$ cat config.mk
export PLATFORM = sky130hd
export DESIGN_NAME = fetch_seq
export DESIGN_NICKNAME = d
export VERILOG_FILES = /design/src/rtl/fetch_seq.sv
export SDC_FILE = /design/constraint.sdc
export NUM_CORES = 1
export LEC_CHECK = 0
export ABC_AREA = 1
export CORE_ASPECT_RATIO = 0.9
export CORE_UTILIZATION = 39
export DETAILED_ROUTE_END_ITERATION = 8
export HOLD_SLACK_MARGIN = 0.02
export PLACE_DENSITY = 0.74
export SYNTH_ARGS = -nofsm -noshare
export SYNTH_HDL_FRONTEND = slang
export SYNTH_SLANG_ARGS = --single-unit
export TNS_END_PERCENT = 10
$ cat constraint.sdc
create_clock -name PHI0 -period 0.9 [get_ports PHI0]
set_input_delay 0.18 -clock PHI0 [delete_from_list [all_inputs] [get_ports PHI0]]
set_output_delay 0.18 -clock PHI0 [all_outputs]
set_load 0.05 [all_outputs]
$ cat src/rtl/fetch_seq.sv
// fetch_seq: opcode fetch, T-step sequencer and BRK injection for the 6502 core
module fetch_seq #(
  parameter int MAX_T = 7
) (
  input  logic             PHI0,
  input  logic             RES,
  input  logic             RDY,
  input  logic [7:0]       n_PD,
  input  logic             n_IMPLIED,
  input  logic             n_TWOCYCLE,
  input  logic             ENDX,
  input  logic             IRQ,
  input  logic             IFLAG,
  input  logic             NMI,
  output logic             Z_IR,
  output logic [7:0]       IR,
  output logic [MAX_T-1:0] TSTEP,
  output logic             SYNC,
  output logic             PC_INC,
  output logic [1:0]       INT_SRC,
  output logic             OVF
);
  logic rst_pend, nmi_pend, take_nmi, take_irq, imp, two, nmi_q;
  logic t1, last, use_nmi, nmi_edge;
  // fetch-cycle decode, end-of-instruction detection and PC increment request
  always_comb begin
    t1 = TSTEP[0];
    Z_IR = t1 & (rst_pend | take_nmi | take_irq);
    SYNC = t1;
    PC_INC = t1 ? ~Z_IR : TSTEP[1] ? ~(imp | (|INT_SRC)) : 1'b0;
    last = (TSTEP[1] & two) | ENDX | TSTEP[MAX_T-1];
    use_nmi = t1 & RDY & ~rst_pend & take_nmi;
    nmi_edge = NMI & ~nmi_q;
  end
  // step sequencer; NMI edge history keeps running through stalls
  always_ff @(posedge PHI0) begin
    if (RES) begin
      TSTEP <= MAX_T'(1);
      IR <= 8'h00;
      INT_SRC <= 2'b00;
      OVF <= 1'b0;
      rst_pend <= 1'b1;
      nmi_pend <= 1'b0;
      take_nmi <= 1'b0;
      take_irq <= 1'b0;
      imp <= 1'b0;
      two <= 1'b0;
      nmi_q <= 1'b0;
    end else begin
      nmi_q <= NMI;
      nmi_pend <= (nmi_pend & ~use_nmi) | nmi_edge;
      if (RDY && t1) begin
        IR <= ~n_PD;
        imp <= ~n_IMPLIED;
        two <= ~n_TWOCYCLE;
        INT_SRC <= rst_pend ? 2'b11 : take_nmi ? 2'b10 : take_irq ? 2'b01 : 2'b00;
        rst_pend <= 1'b0;
        take_nmi <= take_nmi & rst_pend;
        take_irq <= take_irq & (rst_pend | take_nmi);
        TSTEP <= MAX_T'(2);
      end else if (RDY) begin
        if (TSTEP[MAX_T-1] && !ENDX) OVF <= 1'b1;
        if (last) begin
          TSTEP <= MAX_T'(1);
          take_nmi <= nmi_pend;
          take_irq <= IRQ & ~IFLAG;
        end else begin
          TSTEP <= TSTEP << 1;
        end
      end
    end
  end
endmodule

==> impl_metrics.yaml <==
global_route:
  grt_max_degree: 14
  grt_usage: 0.206
  antenna_found_initial: 0
  grt_pass1_wl_mm: 4.46
  grt_pass1_vias: 989
  grt.overflow.total: 0
synth:
  synth.avg_cell_area_um2: 8.75
  async_flop_share: 0
  muxShareOfSynthArea: 0
  netlist.area_leader.share: 0.485
  ys_top_cells_by_count: "dfxtp_1, nand2_1, a21oi_1"
  synth-seq-cells: 25
  synth_nets: 135
  synth_adder_area_share: 0
  yosysMostFrequentCell: "dfxtp_1"
  syn_area_um2: 1030
  synth_top_family_by_area: "compound AO/OA/AOI/OAI gates"
  yosysTopAreaCell: "dfxtp_1"
  synth-simple-area-share: 0.149
  synth-xor-area-share: 0
  ys_warn_count: 0
  netlist-cell-type-count: 23
  synth-edff-count: 0
  synth_area_leaders: "dfxtp_1, a21oi_2, o21ai_2, nand2_1, a21oi_1"
  synth_compound_area_frac: 0.275
  synth_ff_type: "dfxtp_1"
  yosysSeqAreaShare: 0.485
  synth_cells: 118
setup_path:
  r2r-end: "TSTEP[3]$_SDFFE_PP0P_"
  required_ns: 0.72
  max_stage_delay_ns: 0.35
  r2r-start: "TSTEP[0]$_SDFFE_PP1P_"
  critPathKind: "reg -> out"
  cp-start-kind: "register"
  crit_arrival_ns: 1.26
  cp_slowest_cell: "dfxtp_2"
  crit_path_end_kind: "output port"
  r2r_slack_ns: -0.23
  reg2reg_depth: 6
  crit_fanout: 2
  path_cells: "nor3_2 > nand2_1 > a21oi_4 > buf_12"
sta:
  fmax_ghz: 0.696
  setup_violations: 45
  fin_skew_ns: 0.00992
  fin_ws_ns: -0.537
  fin_crit_ns: 1.44
  relSlewSlack: 0.795
  final-hold-violation-count: 0
  fin_crit_sh: 1.60
  worst_pin_slew_ns: 0.307
  rsz0062_at_grt: "true"
  drv_slew: 0
route:
  vias_per_cell: 4.88
  via_count: 1039
  drt-pass1-iter-count: 4
  routed_wl_mm: 2.93
  drcViolationCount: 0
  drt_iter0_drc: 24
  drt.antenna.violating_nets: 0
  wl_per_cell_um: 13.8
floorplanning:
  die_h_um: 50.8
  fp.coreArea_um2: 2490
  io_pins: 38
  die_x_um: 56.2
  die_area_um2: 2860
  start_util: 0.415
  rows: 17
place:
  dp_hpwl_mm: 2.13
  io_buffers: 37
  gp_congestion: 0.907
pwr:
  powerDensity_nw_per_um2: 1420
  p_leak_nw: 0.852
  total_power_w: 0.00292
  ir_drop_v: 0.00138
clocking:
  clkTransAtPathRegs_ns: 0.14
  htree_num_levels: 1
  clockBufferDepth: 2
  cts_made_buffers: 3
  clk_latency_ns: 0.32
  cts_tree: "yes"
  numClockSinks: 25
  cts_hold_buf: 0
  root_buffer: "clkbuf_4"
flow_run:
  cap_viol_max_count: 0
worst_hold_path:
  hold_path_end: "INT_SRC[1]$_SDFFE_PP0N_"
  holdCritPathClass: "in -> reg"
  hold_depth: 4
  min-delay-start: "RDY"
cells_and_area:
  n_antenna_cell: 0
  layout.nets: 203
  area_growth_pct: 99.0
  drive_gt1_frac: 0.616
  fin_util: 0.826
  ff_latch_area_um2: 548
  multi_input_area_um2: 505
  fillers: 131
run_status:
  status: "finished, violations left"
  violations: "setup timing"
[registers in the layout, summed over array words and instances (netlist names)]
register	cells
INT_SRC	2
OVF	1
nmi_pend	1
imp	1
take_irq	1
nmi_q	1
two	1
rst_pend	1
take_nmi	1
TSTEP	7
IR	8
[cell type report]
type | instances | area share
Clock buffer | 4 | 0.0128
Timing Repair Buffer | 68 | 0.432
Tap cell | 28 | 0.0171
Inverter | 11 | 0.0250
Multi-Input combinational cell | 77 | 0.246
Sequential cell | 25 | 0.267
[how the worst max path moves through the flow]
stage / start / end / slack (ns) / depth (start not counted)
after floorplan: TSTEP[0]$_SDFFE_PP1P_ / PC_INC / -0.32 / 3
after detailed placement: RDY / IR[4]$_SDFFE_PP0N_ / -0.52 / 6
after CTS: take_nmi$_SDFFE_PP0P_ / PC_INC / -0.53 / 6
final: INT_SRC[1]$_SDFFE_PP0N_ / PC_INC / -0.54 / 4
after global routing: INT_SRC[1]$_SDFFE_PP0N_ / PC_INC / -0.60 / 4
after global placement: RDY / INT_SRC[0]$_SDFFE_PP0N_ / -0.43 / 6
[cells by family after synthesis]
logic type,Yosys count
flops,25
buf+inv,16
compound gates,42
simple gates,35
[what timing repair did]
item | CTS | global route
pin swaps | 5 | 3
buffers inserted | 2 | 3
gates resized for setup | 39 | 14
endpoints found under the setup margin | 44 | 45
[through the flow]
stage	setup TNS [ns]	worst slack, ns	instance area (um^2)	hold WS (ns)	instances
final	-7.70	-0.537	2050	0.383	213
after global routing	-9.55	-0.599	2050	0.367	213
after CTS	-8.10	-0.532	1990	0.388	210
after detailed placement	-11.31	-0.517	1880	0.495	204
after global placement	-10.06	-0.429	1880	0.469	204
after floorplan	-3.07	-0.316	1070	0.252	118
[placed cells by master (no fill, tap or decap), types with 6 or more instances in the layout]
cell / Yosys / final
buf_4: 1 / 21
buf_6: 2 / 6
a21oi_1: 11 / 8
dfxtp_4: 0 / 9
nand2_1: 17 / 15
buf_12: 0 / 25
nor2_1: 10 / 9
dfxtp_2: 0 / 11
a21oi_2: 9 / 10
clkdlybuf4s50_1: 0 / 15
o21ai_2: 9 / 13
[critical path, delay by kind of cell, from the launching register on]
family | cells | cell delay [ns]
AO/OA/AOI/OAI | 1 | 0.15
buffers and inverters | 1 | 0.15
flip-flops | 1 | 0.35
AND/OR/NAND/NOR | 2 | 0.28
[where the power goes]
part / total (W) / switching, W / internal (W)
Clock: 0.000502 / 0.000328 / 0.000174
Sequential: 0.00127 / 0.0000837 / 0.00119
Combinational: 0.00114 / 0.000557 / 0.000587
[layer usage]
metal	wire length, um	track usage	vias up
li1	-	-	527
met1	1290	0.236	474
met2	1480	0.371	30
met3	118	0.0490	8
met4	47	0.0813	0
met5	0	0	-
Power figures use the tool's default switching activity.
